--- src/rtl/div_sequencer_if.sv ---
// Operand request and result handshakes between a client and the divider sequencer.
interface div_sequencer_if #(
  parameter int unsigned WIDTH = 32
);
  logic             start;
  logic [WIDTH-1:0] dividend;
  logic [WIDTH-1:0] divisor;
  logic             ready;
  logic             out_valid;
  logic             out_ready;
  logic [WIDTH-1:0] quotient;
  logic [WIDTH-1:0] remainder;
  logic             div_by_zero;

  modport master (
    output start, dividend, divisor, out_ready,
    input  ready, out_valid, quotient, remainder, div_by_zero
  );

  modport slave (
    input  start, dividend, divisor, out_ready,
    output ready, out_valid, quotient, remainder, div_by_zero
  );
endinterface

--- src/rtl/div_sequencer.sv ---
// Sequencer and trial-subtract datapath for a WIDTH-iteration restoring divider that
// drives an external 2*WIDTH-bit remainder register and registers the extracted result.
module div_sequencer #(
  parameter int unsigned WIDTH = 32
) (
  input  logic               clk,
  input  logic               rst,
  div_sequencer_if.slave     bus,
  input  logic [2*WIDTH-1:0] Remainder_out,
  output logic               W_ctrl,
  output logic [WIDTH-1:0]   Dividend_in,
  output logic [WIDTH-1:0]   ALU_result,
  output logic               Carry
);
  localparam int unsigned CNT_W = $clog2(WIDTH) + 1;

  typedef enum logic [2:0] {S_IDLE, S_LOAD, S_RUN, S_CAPT, S_DONE} state_t;

  state_t             r_state, w_next;
  logic [CNT_W-1:0]   r_cnt;
  logic [WIDTH-1:0]   r_dvd, r_dsr;
  logic               r_valid;
  logic [WIDTH-1:0]   r_quo, r_rem;
  logic               r_dz;
  logic [WIDTH:0]     w_diff;
  logic               w_ready;
  logic               w_wctrl;

  // Extra top bit of the subtract is the borrow (upper half < divisor).
  assign w_diff      = {1'b0, Remainder_out[2*WIDTH-1:WIDTH]} - {1'b0, r_dsr};
  assign ALU_result  = w_diff[WIDTH-1:0];
  assign Carry       = w_diff[WIDTH];
  assign Dividend_in = r_dvd;
  assign W_ctrl      = w_wctrl;

  assign bus.ready       = w_ready;
  assign bus.out_valid   = r_valid;
  assign bus.quotient    = r_quo;
  assign bus.remainder   = r_rem;
  assign bus.div_by_zero = r_dz;

  always_comb begin
    w_next  = r_state;
    w_ready = 1'b0;
    w_wctrl = 1'b0;
    case (r_state)
      S_IDLE: begin
        w_ready = 1'b1;
        if (bus.start) w_next = S_LOAD;
      end
      S_LOAD: w_next = S_RUN;
      S_RUN: begin
        w_wctrl = 1'b1;
        if (r_cnt == CNT_W'(WIDTH - 1)) w_next = S_CAPT;
      end
      S_CAPT: w_next = S_DONE;
      S_DONE: if (bus.out_ready) w_next = S_IDLE;
      default: w_next = S_IDLE;
    endcase
  end

  always_ff @(posedge clk) begin
    if (rst) begin
      r_state <= S_IDLE;
      r_cnt   <= '0;
      r_dvd   <= '0;
      r_dsr   <= '0;
      r_valid <= 1'b0;
      r_quo   <= '0;
      r_rem   <= '0;
      r_dz    <= 1'b0;
    end else begin
      r_state <= w_next;
      case (r_state)
        S_IDLE: if (bus.start) begin
          r_dvd <= bus.dividend;
          r_dsr <= bus.divisor;
        end
        S_LOAD: r_cnt <= '0;
        S_RUN:  r_cnt <= r_cnt + 1'b1;
        S_CAPT: begin
          r_valid <= 1'b1;
          if (r_dsr == '0) begin
            r_quo <= '1;
            r_rem <= r_dvd;
            r_dz  <= 1'b1;
          end else begin
            // Remainder sits one place left of the upper half after the last shift.
            r_quo <= Remainder_out[WIDTH-1:0];
            r_rem <= {1'b0, Remainder_out[2*WIDTH-1:WIDTH+1]};
            r_dz  <= 1'b0;
          end
        end
        S_DONE: if (bus.out_ready) r_valid <= 1'b0;
        default: ;
      endcase
    end
  end
endmodule

--- src/flat_wrapper.sv ---
// flat-port wrapper written by rule: the top's interface ports become plain ports
module div_sequencer_flat 
#(
  parameter int unsigned WIDTH = 32
)
  (clk, rst, Remainder_out, W_ctrl, Dividend_in, ALU_result, Carry, bus_start, bus_dividend, bus_divisor, bus_out_ready, bus_ready, bus_out_valid, bus_quotient, bus_remainder, bus_div_by_zero);
  div_sequencer_if #(.WIDTH(WIDTH)) bus_i ();
  input  logic clk;
  input  logic rst;
  input  logic [2*WIDTH-1:0] Remainder_out;
  output logic W_ctrl;
  output logic [WIDTH-1:0] Dividend_in;
  output logic [WIDTH-1:0] ALU_result;
  output logic Carry;
  input wire logic [$bits(bus_i.start)-1:0] bus_start;
  input wire logic [$bits(bus_i.dividend)-1:0] bus_dividend;
  input wire logic [$bits(bus_i.divisor)-1:0] bus_divisor;
  input wire logic [$bits(bus_i.out_ready)-1:0] bus_out_ready;
  output wire logic [$bits(bus_i.ready)-1:0] bus_ready;
  output wire logic [$bits(bus_i.out_valid)-1:0] bus_out_valid;
  output wire logic [$bits(bus_i.quotient)-1:0] bus_quotient;
  output wire logic [$bits(bus_i.remainder)-1:0] bus_remainder;
  output wire logic [$bits(bus_i.div_by_zero)-1:0] bus_div_by_zero;
  assign bus_i.start = bus_start;
  assign bus_i.dividend = bus_dividend;
  assign bus_i.divisor = bus_divisor;
  assign bus_i.out_ready = bus_out_ready;
  assign bus_ready = bus_i.ready;
  assign bus_out_valid = bus_i.out_valid;
  assign bus_quotient = bus_i.quotient;
  assign bus_remainder = bus_i.remainder;
  assign bus_div_by_zero = bus_i.div_by_zero;
  div_sequencer #(.WIDTH(WIDTH)) u_core (.clk(clk), .rst(rst), .bus(bus_i), .Remainder_out(Remainder_out), .W_ctrl(W_ctrl), .Dividend_in(Dividend_in), .ALU_result(ALU_result), .Carry(Carry));
endmodule
--- config.mk ---
export PLATFORM = sky130hd
export DESIGN_NAME = div_sequencer_flat
export DESIGN_NICKNAME = d
export VERILOG_FILES = /design/src/rtl/div_sequencer_if.sv /design/src/rtl/div_sequencer.sv /design/src/flat_wrapper.sv
export SDC_FILE = /design/constraint.sdc
export NUM_CORES = 1
export LEC_CHECK = 0
export ABC_AREA = 0
export BUFFER_PORTS_ARGS = -buffer_cell sky130_fd_sc_hd__buf_2
export CAP_MARGIN = 25
export CORE_MARGIN = 5
export CORE_UTILIZATION = 54
export DETAILED_ROUTE_END_ITERATION = 12
export GPL_TIMING_DRIVEN = 0
export PLACE_DENSITY_LB_ADDON = 0.2
export SYNTH_ARGS = -nofsm -noshare
export SYNTH_HDL_FRONTEND = slang
export SYNTH_SLANG_ARGS = --single-unit
--- constraint.sdc ---
create_clock -name clk -period 4.4 [get_ports clk]
set_input_delay 0 -clock clk [delete_from_list [all_inputs] [get_ports clk]]
set_output_delay 0 -clock clk [all_outputs]
set_load 0.1 [all_outputs]
* After elaboration in Yosys (flattened, before gate mapping) *
Index checks and enable logic that the tools add are counted.

word-level totals
  flip-flop bits (word level) = 139
  output and inout bits = 133
  bits of input ports = 132

operators by class
  equality and inequality tests = 8
  muxes and demuxes = 12
  reductions and logical operators = 7
  add/sub/neg operators = 2

operator list
  kind                                                                      number
  32-bit two-way mux                                                        2
  32-bit by 32-bit subtractor with 33-bit output                            1
  32-bit zero test                                                          1
  3-bit case mux with 5 select lines                                        1
  6-bit case mux with 2 select lines                                        1
  3-bit two-way mux                                                         3
  6-bit by 1-bit adder with 6-bit output (second input constant)            1
  3-bit by 2-bit == test with 1-bit output (second input constant)          2
  6-bit by 5-bit == test with 1-bit output (second input constant)          1
  1-bit two-way mux                                                         4
  2-bit inequality test (second input constant)                             2
  2-bit AND reduction                                                       2
  2-bit nonzero test                                                        2
  3-bit by 1-bit == test with 1-bit output (second input constant)          1
  3-bit == test (second input constant)                                     1
  3-bit zero test                                                           1
  3-bit AND reduction                                                       1
  2-bit by 1-bit inequality test with 1-bit output (second input constant)  1
  1-bit case mux with 2 select lines                                        1

* Longest topological paths before layout *
Gate-level depths: netlist of the first run.

  depth after elaboration = 3
  gate-level depth with buffers = 11
  gate-level depth less buffers = 11

* Worst setup path before layout of the first run *
OpenSTA, ideal clock, no wires.

  path kind = register to output
  from = register u_core.r_dsr[0]
  to = output port ALU_result[30]
  required time = 4400 ps
  arrival = 4090 ps
  stages on the path, launching flop included = 11
  path slack = 310 ps
  buffers on the path = 0
  path through = dfxtp_1 ha_1 fa_1 nand2b_1 a21oi_1 o211ai_1 a31o_2 a211oi_1 o21ai_0 and3_1 nor3_1

between the ends
  longest elaborated chain between the ends = 1

ends and longest elaborated chain
  item                                            RTL line             RTL
  start: declaration                              div_sequencer.sv:21  logic [WIDTH-1:0] r_dvd, r_dsr;
  start signal: assignment                        div_sequencer.sv:77  r_dsr <= bus.divisor;
  32-bit by 32-bit subtractor with 33-bit output  div_sequencer.sv:30  assign w_diff = {1'b0, Remainder_out[2*WIDTH-1:WIDTH]} - {1'b0, r_dsr};
  end: declaration                                flat_wrapper.sv:13   output logic [WIDTH-1:0] ALU_result;

No other way between the ends.

* Worst setup path after layout of the first run *
  from = register u_core.r_dsr[0]
  to = output port ALU_result[28]

Same word-level chain as after synthesis.

==> key figures, run 1 <==
Outcome
  – Outcome: complete, no violations

Floorplan
  – Die boundary height: 125.2 um
  – I/O pin count: about 270
  – Cell row count: 42
  – Die Outline Area: 15,670 um^2
  – Die W: 125.2 um
  – Initial core utilization: 54.51%
  – Area of the placeable core: between 10,000 and 15,000 um^2

STA
  – Fmax achieved: between 200 and 300 MHz
  – Setup repair after global routing missed its margin: false
  – Number of failing hold endpoints at the final stage: 0
  – Min Clock Period, post-route: 3658 ps
  – Hold slack final: 12.78 ps
  – Final Max Tran Viols: 0
  – Relative slew slack: 47.30%
  – Final setup violation count: 0
  – Fin crit share: 83.13%
  – Setup tns final: 0 ps
  – Worst Clk Skew: 7.461 ps
  – Actual slew at the worst max-slew pin: 790.5 ps

CTS
  – Clock Sink Count: 139
  – Post_cts resized: 0
  – CTS max path bufs: 2
  – Cts bufs inserted: 17
  – Clock root buffer master: sky130_fd_sc_hd__clkbuf_16
  – Clock tree from TritonCTS: yes
  – Clock Latency Late Sink: between 400 and 500 ps
  – Maximum level of the CTS H-tree: 4
  – Clock transition at the registers of the reported paths: 60 ps

Placement
  – Routability-driven placement congestion ratio: approximately 0.96
  – Detail Placement HPWL: about 18,000 um
  – Number of buffer cells added on primary ports: ~260

Worst setup path
  – Category of the worst setup path launch point: register
  – Critical register-to-register path startpoint: u_core.r_state[1]
  – Category of the critical setup timing path: reg2out
  – Largest fanout on the critical path: 4
  – Endpoint of the most critical register-to-register path: u_core.bus.quotient[19]
  – Worst Setup SP: u_core.r_dsr[0]
  – Endpoint arrival time on the critical path: around 3700 ps
  – Depth of the worst register-to-register path: 7
  – Register-to-register path setup slack: 1980 ps
  – Endpoint kind of the worst setup timing path: output pin
  – CP Data Required Time: 4400 ps
  – Critical path capture point: ALU_result[28]

Global route
  – Overall fraction of global-route tracks in use: 33.32%
  – Initial antenna violation count: 1
  – Largest net degree at the start of global routing: 17
  – First-pass GRT wire length: about 42,000 um
  – Via count of the first global-routing pass: 8,285
  – Final global-route overflow total: 0

Final layout
  – Ratio of cells with drive above 1 in the final layout: between 20% and 30%
  – FF+latch area: about 2800 um^2
  – Highest-count cells in the layout ignoring fill and taps: sky130_fd_sc_hd__buf_2 (267), sky130_fd_sc_hd__nand2_1 (159), sky130_fd_sc_hd__dfxtp_1 (139), sky130_fd_sc_hd__dlygate4sd3_1 (127), sky130_fd_sc_hd__a21oi_1 (104)
  – Area growth from synthesis to layout: 47.61%
  – Commonest non-fill, non-tap cell in the layout: sky130_fd_sc_hd__buf_2
  – Number of nets in the layout: 1,496
  – Combined area of the multi-input logic cells: 3999 um^2
  – Filler Cells Inserted: ~900

Synthesis
  – Post-synth EDFFs: 0
  – Syn avg cell area: 7.776 um^2
  – Flops & latches, synth: 139
  – Synthesized area: 7162 um^2
  – Net Count, Synth: 1,087
  – Sequential fraction of the synthesis area: between 30% and 40%
  – Unique masters post-synth: 50
  – Cells after synthesis: between 900 and 1,000
  – Total of warnings raised by yosys: 0
  – Most frequently used flop master after synthesis: sky130_fd_sc_hd__dfxtp_1
  – Area share of the largest cell type after synthesis: 38.85%
  – Top area cells in the synthesized netlist: sky130_fd_sc_hd__dfxtp_1 (39%), sky130_fd_sc_hd__nand2_1 (8.3%), sky130_fd_sc_hd__a21oi_1 (7.3%), sky130_fd_sc_hd__ha_1 (5.8%), sky130_fd_sc_hd__nor3_1 (5.0%)
  – Proportion of register bits with asynchronous set or reset after synthesis: 0%
  – Largest area contributor in the netlist: sky130_fd_sc_hd__dfxtp_1

Pwr
  – Pwr dens: 489.5 nW/um^2
  – Leakage power: 4.555 nW
  – Peak supply drop: 0.0004018 V

Drt
  – Initial detailed-routing violation count: 633
  – Final wirelength: 26,720 um
  – DRC: 0
  – Pre-antenna DRT Iters: 5
  – Vias per Instance: approximately 5.5
  – Avg WL per Cell: between 15 and 20 um
  – Routed vias: 8,403
  – Post-route ant nets: 0

Run
  – Count of maximum capacitance violations: 0

Hold path
  – Path class of the lowest-slack min-delay path: in2reg
-- critical path: stages (launching register included) --
cell	delay (ps)
sky130_fd_sc_hd__dfxtp_1	440
sky130_fd_sc_hd__ha_1	300
sky130_fd_sc_hd__fa_1	250
sky130_fd_sc_hd__nand2b_1	150
sky130_fd_sc_hd__a21oi_1	90
sky130_fd_sc_hd__nor2_1	350
sky130_fd_sc_hd__o211ai_2	220
sky130_fd_sc_hd__a2111oi_2	390
sky130_fd_sc_hd__o31ai_1	160
sky130_fd_sc_hd__a21oi_1	260
sky130_fd_sc_hd__xnor2_1	170
sky130_fd_sc_hd__buf_2	460
-- final cells by class --
cell class | instances | area share (%)
multi-input cells | 682 | 37.83
flip-flops and latches | 139 | 26.32
repair buffers | 390 | 24.48
clock buffers | 18 | 4.154
plain buffers | 58 | 2.107
well taps | 176 | 2.083
clock inverters | 14 | 1.515
inverters | 42 | 1.491
diodes | 1 | 0.02367
-- Yosys cell counts, drive strengths merged (2+ instances only) --
cell type,count
a21boi,4
a21oi,107
o21ai,27
xor2,11
nand2b,6
mux2i,34
and3,5
nand4,7
nand3,12
o21a,5
a2111oi,2
o31ai,2
a31oi,2
buf,6
o211ai,3
dfxtp,139
inv,42
a211oi,33
ha,33
and2,3
nor2,86
nor2b,7
nand2,160
clkbuf,52
xnor2,19
nor4,8
or2,2
nor3,72
a21o,22
o41ai,2
-- state kept, by name, indices dropped and copies added, names as in the netlist --
register and count:
u_core.Dividend_in 32, u_core.bus.div_by_zero 1, u_core.bus.out_valid 1, u_core.bus.quotient 32, u_core.bus.remainder 32, u_core.r_cnt 6, u_core.r_dsr 32, u_core.r_state 3
-- logic make-up after synthesis --
family          synth area share (%)
compound gates                 18.97
simple gates                   22.40
fa+ha+maj                      6.045
buf+inv                        5.311
xor+xnor                       3.669
flops                          38.85
mux                            4.752
-- timing repair --
action	4_1_cts	5_1_grt
hold buffers	127	0
setup buffers	0	0
hold endpoints to repair	128	0
-- per-layer routing --
layer / vias up / routed length, um / track usage [%] / share of wire [%]
met5: - / 0 / 0 / 0
met1: 3864 / 10160 / 39.03 / 38
met3: 104 / 2139 / 6.994 / 8.0
met4: 0 / 1396 / 18.24 / 5.2
li1: 3980 / - / - / -
met2: 455 / 13020 / 56.94 / 49
-- how the worst min path moves through the flow --
stage | depth (start not counted) | startpoint | slack [ps] | endpoint
global route | 3 | Remainder_out[54] | 30 | u_core.bus.remainder[21]
global placement | 3 | bus_dividend[5] | 240 | u_core.Dividend_in[5]
floorplan | 2 | bus_divisor[10] | 140 | u_core.r_dsr[10]
finish | 3 | Remainder_out[54] | 10 | u_core.bus.remainder[21]
detailed placement | 3 | bus_divisor[25] | 250 | u_core.r_dsr[25]
CTS | 3 | Remainder_out[54] | 4 | u_core.bus.remainder[21]
-- metrics by stage --
| stage | setup WS [ps] | std cells | power (mW) | instance area (um^2) | utilization, % |
|---|---|---|---|---|---|
| after global placement | 1377 | 1360 | 3.597 | 8698 | 66.21 |
| after detailed placement | 1357 | 1360 | 3.611 | 8698 | 66.21 |
| final | 742.3 | 1520 | 5.174 | 10570 | 80.47 |
| after floorplan | 309.7 | 921 | 3.210 | 7162 | - |
| after global routing | 603.4 | 1520 | 5.351 | 10570 | 80.47 |
| after CTS | 891.8 | 1519 | 5.132 | 10570 | 80.45 |
-- power breakdown --
part	switching, mW	internal [mW]
clock network	0.589	0.860
registers	0.0681	1.36
logic	1.79	0.508
total	2.45	2.72
Note: power is estimated with default switching activity, not from simulation.
==> run 2, diff against run 1 <==
--- a/config.mk
+++ b/config.mk
@@ -9,7 +9,7 @@
 export BUFFER_PORTS_ARGS = -buffer_cell sky130_fd_sc_hd__buf_2
 export CAP_MARGIN = 25
 export CORE_MARGIN = 5
-export CORE_UTILIZATION = 54
+export CORE_UTILIZATION = 50
 export DETAILED_ROUTE_END_ITERATION = 12
 export GPL_TIMING_DRIVEN = 0
 export PLACE_DENSITY_LB_ADDON = 0.2
==> constraint.sdc (replaced) <==
create_clock -name clk -period 3.78 [get_ports clk]
set_input_delay 0 -clock clk [delete_from_list [all_inputs] [get_ports clk]]
set_output_delay 0 -clock clk [all_outputs]
set_load 0.1 [all_outputs]
==> key figures, run 2 (synthesis results as in run 1) <==
Final layout
  – Ratio of cells with drive above 1 in the final layout: 23.39%
  – Number of nets in the layout: between 1,000 and 1,500
  – Highest-count cells in the layout ignoring fill and taps: sky130_fd_sc_hd__buf_2 (267), sky130_fd_sc_hd__nand2_1 (159), sky130_fd_sc_hd__dfxtp_1 (139), sky130_fd_sc_hd__dlygate4sd3_1 (122), sky130_fd_sc_hd__a21oi_1 (104)
  – Area growth from synthesis to layout: 47.47%
  – Layout Cells excl Fill: 1,514
  – Antenna diode instance count: 0
  – Commonest non-fill, non-tap cell in the layout: sky130_fd_sc_hd__buf_2
  – Final instance area: around 11,000 um^2
  – Filler Cells Inserted: 1,046

STA
  – Number of failing hold endpoints at the final stage: 0
  – Worst Clk Skew: 9.361 ps
  – Setup repair after global routing missed its margin: false
  – Fmax achieved: 284.4 MHz
  – Min Clock Period, post-route: roughly 3500 ps
  – Fin crit share: 93.01%
  – Final Max Tran Viols: 0
  – Actual slew at the worst max-slew pin: just under 800 ps
  – Relative slew slack: between 40% and 50%
  – Final setup violation count: 0
  – Setup tns final: 0 ps

Placement
  – Detail Placement HPWL: 17,910 um
  – Cell total after placement: 1,364
  – Routability-driven placement congestion ratio: ~0.91
  – Number of buffer cells added on primary ports: between 200 and 300
  – Cell area after placement: 8708 um^2

Worst setup path
  – Endpoint kind of the worst setup timing path: output pin
  – CP dominant cell by count: sky130_fd_sc_hd__a21oi_1
  – Worst Setup SP: u_core.r_dsr[0]
  – Library cell contributing the largest single delay on the critical path: sky130_fd_sc_hd__buf_2
  – Endpoint of the most critical register-to-register path: u_core.bus.quotient[9]
  – CP Data Required Time: roughly 3800 ps
  – Largest fanout on the critical path: 4
  – Longest individual stage delay on the worst path: approximately 450 ps
  – Endpoint arrival time on the critical path: 3520 ps
  – Category of the critical setup timing path: reg2out
  – Cell Chain, Critical Path: ha_1, fa_1, nand2b_1, a21oi_1, nor2_1, o211ai_2, a2111oi_2, o31ai_1, a21oi_1, xnor2_1, buf_2
  – Category of the worst setup path launch point: register
  – Register-to-register path setup slack: 1340 ps
  – Critical register-to-register path startpoint: u_core.r_dsr[23]
  – Depth of the worst register-to-register path: 7

Run
  – Count of maximum capacitance violations: 0

Hold path
  – Path class of the lowest-slack min-delay path: in2reg
  – Hold Path Sink: u_core.bus.remainder[19]
  – Startpoint of the tightest hold check path: Remainder_out[52]
  – Cell count of the worst hold path: 3

Drt
  – Post-route ant nets: 0
  – Vias per Instance: 5.312
  – Avg WL per Cell: 16.82 um
  – Initial detailed-routing violation count: 470
  – Routed vias: 8,043
  – DRC: 0
  – Met2 wire len: 12,440 um
  – Wire length on met1: 10,140 um
  – Pre-antenna DRT Iters: 5
  – Total length of routed met3 wires: between 1500 and 2000 um
  – Final wirelength: 25,460 um
  – Top metal layer carrying routed signals: met4

Floorplan
  – I/O pin count: between 200 and 300
  – Initial core utilization: 51.20%
  – Cell row count: 43
  – Die boundary height: 129.7 um
  – Die Outline Area: 16,820 um^2
  – Die W: approximately 130 um
  – Area of the placeable core: ~14,000 um^2

Pwr
  – Peak supply drop: between 0.0005 and 0.0006 V
  – Pwr dens: 580.3 nW/um^2
  – Leakage power: 4.556 nW

Global route
  – Via count of the first global-routing pass: 7,837
  – Largest net degree at the start of global routing: 17
  – Initial antenna violation count: 0
  – Overall fraction of global-route tracks in use: between 20% and 30%
  – Final global-route overflow total: 0
  – First-pass GRT wire length: about 39,000 um

CTS
  – Clock tree from TritonCTS: yes
  – Clock Latency Late Sink: approximately 420 ps
  – Clock root buffer master: sky130_fd_sc_hd__clkbuf_16
  – Clock transition at the registers of the reported paths: 60 ps
  – Clock Sink Count: around 140
  – Cts bufs inserted: 17
  – Post_cts resized: 0
  – CTS max path bufs: 2
  – Maximum level of the CTS H-tree: 4

Outcome
  – Outcome: complete, no violations
==> run 2: layer usage <==
layer  vias up  GRT usage (%)
li1       3988              -
met1      3640          34.68
met2       348          51.05
met3        67          6.430
met4         0          12.84
met5         -              0
==> run 2: stage by stage <==
stage	total power, mW	worst slack (ps)	util [%]	hold WS [ps]
detailed placement	4.207	737.8	62.25	244.6
global route	6.342	96.90	75.50	7.962
CTS	6.111	279.7	75.50	1.856
global placement	4.193	742.7	62.25	242.2
finish	6.129	264.3	75.50	5.729
floorplan	3.738	195.9	-	136.0
==> run 2: timing repair <==
item | in CTS | in global routing
endpoints found under the hold margin | 123 | 0
hold buffers | 122 | 0
setup buffers | 0 | 0
==> run 2: how the worst max path moves through the flow <==
| stage | endpoint | slack (ps) | cells after the start |
|---|---|---|---|
| finish | ALU_result[28] | 260 | 11 |
| global placement | ALU_result[30] | 740 | 11 |
| CTS | ALU_result[30] | 280 | 11 |
| floorplan | ALU_result[28] | 200 | 10 |
| global route | ALU_result[25] | 100 | 11 |
| detailed placement | ALU_result[30] | 740 | 11 |
==> run 2: critical path, delay by kind of cell, from the launching register on <==
kind | cells | cell delay [ps]
AOI/OAI and AO/OA | 5 | 1120
xor gates and xnor gates | 1 | 170
adders and majority gates | 2 | 660
buffers and inverters | 1 | 450
DFF | 1 | 360
and+or+nand+nor | 2 | 320
==> run 2: final cells by class <==
class | instances | area (um^2) | area share (%)
Buffer | 58 | 222.7 | 2.109
Clock buffer | 18 | 439.2 | 4.158
Clock inverter | 10 | 192.7 | 1.824
Inverter | 42 | 157.7 | 1.493
Multi-Input combinational cell | 682 | 4004 | 37.91
Sequential cell | 139 | 2783 | 26.35
Tap cell | 180 | 225.2 | 2.132
Timing Repair Buffer | 385 | 2537 | 24.03
==> run 2: report_power, final <==
part / switching [mW] / internal (mW) / leakage, nW
clock network: 0.640 / 1.18 / 0.305
logic: 2.06 / 0.587 / 3.12
registers: 0.0779 / 1.58 / 1.13
==> run 3, diff against run 2 <==
--- a/config.mk
+++ b/config.mk
@@ -8,10 +8,12 @@
 export ABC_AREA = 0
 export BUFFER_PORTS_ARGS = -buffer_cell sky130_fd_sc_hd__buf_2
 export CAP_MARGIN = 25
+export CORE_ASPECT_RATIO = 2
 export CORE_MARGIN = 5
 export CORE_UTILIZATION = 50
 export DETAILED_ROUTE_END_ITERATION = 12
 export GPL_TIMING_DRIVEN = 0
+export HOLD_SLACK_MARGIN = 0.1
 export PLACE_DENSITY_LB_ADDON = 0.2
 export SYNTH_ARGS = -nofsm -noshare
 export SYNTH_HDL_FRONTEND = slang
==> key figures, run 3 (synthesis results as in run 1) <==
Worst setup path
  – CP dominant cell by count: sky130_fd_sc_hd__a21oi_1
  – Largest fanout on the critical path: 4
  – CP Data Required Time: ~3800 ps
  – Longest individual stage delay on the worst path: 430 ps
  – Cell Chain, Critical Path: ha_1, fa_1, nand2b_1, a21oi_1, nor2_1, o211ai_2, a2111oi_2, o31ai_1, a21oi_1, o31a_1, clkbuf_4
  – Category of the worst setup path launch point: register
  – Library cell contributing the largest single delay on the critical path: sky130_fd_sc_hd__fa_1
  – Category of the critical setup timing path: reg2out
  – Endpoint arrival time on the critical path: 3590 ps
  – Endpoint kind of the worst setup timing path: output pin

Floorplan
  – Die boundary height: 179.3 um
  – Die Outline Area: 16,960 um^2
  – Initial core utilization: between 50% and 60%
  – I/O pin count: 265
  – Die W: 94.63 um
  – Cell row count: 62
  – Area of the placeable core: ~14,000 um^2

CTS
  – Clock root buffer master: sky130_fd_sc_hd__clkbuf_16
  – CTS max path bufs: 2
  – Cts bufs inserted: 17
  – Clock transition at the registers of the reported paths: 60 ps
  – Clock Latency Late Sink: roughly 420 ps
  – Maximum level of the CTS H-tree: 4
  – Clock Sink Count: 139
  – Clock tree from TritonCTS: yes
  – Number of buffers inserted by post-CTS setup repair: 0

Drt
  – Avg WL per Cell: 17.50 um
  – Vias per Instance: 5.438
  – Initial detailed-routing violation count: 420
  – DRC: 0
  – Post-route ant nets: 0
  – Final wirelength: around 27,000 um
  – Pre-antenna DRT Iters: 5
  – Routed vias: 8,413

Final layout
  – Antenna diode instance count: 0
  – Final instance area: roughly 11,000 um^2
  – Area growth from synthesis to layout: 49.56%
  – Highest-count cells in the layout ignoring fill and taps: sky130_fd_sc_hd__buf_2 (263), sky130_fd_sc_hd__nand2_1 (159), sky130_fd_sc_hd__dlygate4sd3_1 (141), sky130_fd_sc_hd__dfxtp_1 (139), sky130_fd_sc_hd__a21oi_1 (104)
  – Ratio of cells with drive above 1 in the final layout: 23.17%
  – Util after Layout: 75.45%
  – Commonest non-fill, non-tap cell in the layout: sky130_fd_sc_hd__buf_2
  – Number of nets in the layout: 1,510

Placement
  – Routability-driven placement congestion ratio: between 0.9 and 1
  – Number of buffer cells added on primary ports: 263
  – Detail Placement HPWL: 18,190 um
  – Place WS: approximately 590 ps
  – Cell area after placement: 8723 um^2

Global route
  – First-pass GRT wire length: roughly 42,000 um
  – Via count of the first global-routing pass: about 8,400
  – Initial antenna violation count: 0
  – Overall fraction of global-route tracks in use: 31.86%
  – Final global-route overflow total: 0
  – Largest net degree at the start of global routing: 17

Pwr
  – Reported net switching power: 2.800 mW
  – Sequential share of power: 28.0%
  – Pwr dens: around 560 nW/um^2
  – Cell internal pwr: 3.156 mW
  – Logic gate share of total power: 45.1%
  – Peak supply drop: 0.0004416 V
  – Clk network pwr share: between 20% and 30%
  – Leakage power: 4.640 nW
  – Switching part of the total power: 47.01%

STA
  – Setup repair after global routing missed its margin: false
  – Final setup violation count: 0
  – Worst Clk Skew: about 7.7 ps
  – Final Max Tran Viols: 0
  – Fmax achieved: around 280 MHz
  – Actual slew at the worst max-slew pin: around 740 ps
  – Fin crit share: about 95%
  – Min Clock Period, post-route: 3588 ps
  – Worst path setup slack after routing: 192.5 ps
  – Setup tns final: 0 ps
  – Number of failing hold endpoints at the final stage: 0
  – Relative slew slack: 50.74%
  – Hold slack final: 192.3 ps

Outcome
  – Outcome: complete, no violations

Run
  – Count of maximum capacitance violations: 0

Hold path
  – Path class of the lowest-slack min-delay path: in2reg
[run 3: cell count changes in the layout (fill, tap and decap cells not counted), moves of 2 or more]
cell / delta
sky130_fd_sc_hd__clkbuf_4: +4
sky130_fd_sc_hd__bufinv_16: -4
sky130_fd_sc_hd__clkinv_2: +3
sky130_fd_sc_hd__buf_2: -4
sky130_fd_sc_hd__dlygate4sd3_1: +19
sky130_fd_sc_hd__clkbuf_8: +3
sky130_fd_sc_hd__clkinv_4: -2
[run 3: final timing paths]
check / start / endpoint / depth (start not counted) / slack (ps)
max reg2reg: u_core.r_state[1] / u_core.bus.quotient[14] / 8 / 520
min reg2reg: u_core.bus.div_by_zero / u_core.bus.div_by_zero / 2 / 460
min: rst / u_core.bus.quotient[3] / 2 / 190
max: u_core.r_dsr[0] / Carry / 11 / 190
[run 3: per-stage QoR]
stage	power [mW]	cells
global route	6.175	1547
finish	5.955	1547
floorplan	3.738	921
CTS	5.920	1547
global placement	4.189	1376
detailed placement	4.209	1376
[run 3: layer usage]
layer	vias to the layer above	GRT usage, %	wire length, um
met5	-	0	0
met4	0	20.12	1683
met3	137	6.552	2043
met2	476	53.08	13250
met1	3782	36.52	10100
li1	4018	-	-
[run 3: power by group through the flow]
| stage | clock network, mW | registers, mW | logic (mW) |
|---|---|---|---|
| floorplan | 0 | 2.20 | 1.54 |
| global placement | 0 | 1.69 | 2.50 |
| detailed placement | 0 | 1.69 | 2.52 |
| CTS | 1.62 | 1.66 | 2.64 |
| global route | 1.68 | 1.68 | 2.81 |
| finish | 1.60 | 1.66 | 2.69 |
[run 3: area by class of cell]
class / instances / area (um^2)
multi-input cells: 682 / 4004
repair buffers: 404 / 2738
plain buffers: 58 / 222.7
clock inverters: 9 / 86.33
well taps: 192 / 240.2
clock buffers: 21 / 480.5
fillers: 1002 / 3485
inverters: 42 / 157.7
flip-flops and latches: 139 / 2783
[run 3: timing repair]
item / 4_1_cts / 5_1_grt
gates resized for setup: 0 / 4
hold buffers: 141 / 0
hold endpoints to repair: 130 / 0
setup endpoints to repair: 0 / 4
[run 3: worst max-delay path: cells and delay by family, from the launching register on]
kind / cells / cell delay (ps)
AO/OA/AOI/OAI: 6 / 1500
adder cells (fa/ha/maj): 2 / 700
buffers and inverters: 1 / 290
flip-flops: 1 / 370
AND/OR/NAND/NOR: 2 / 320
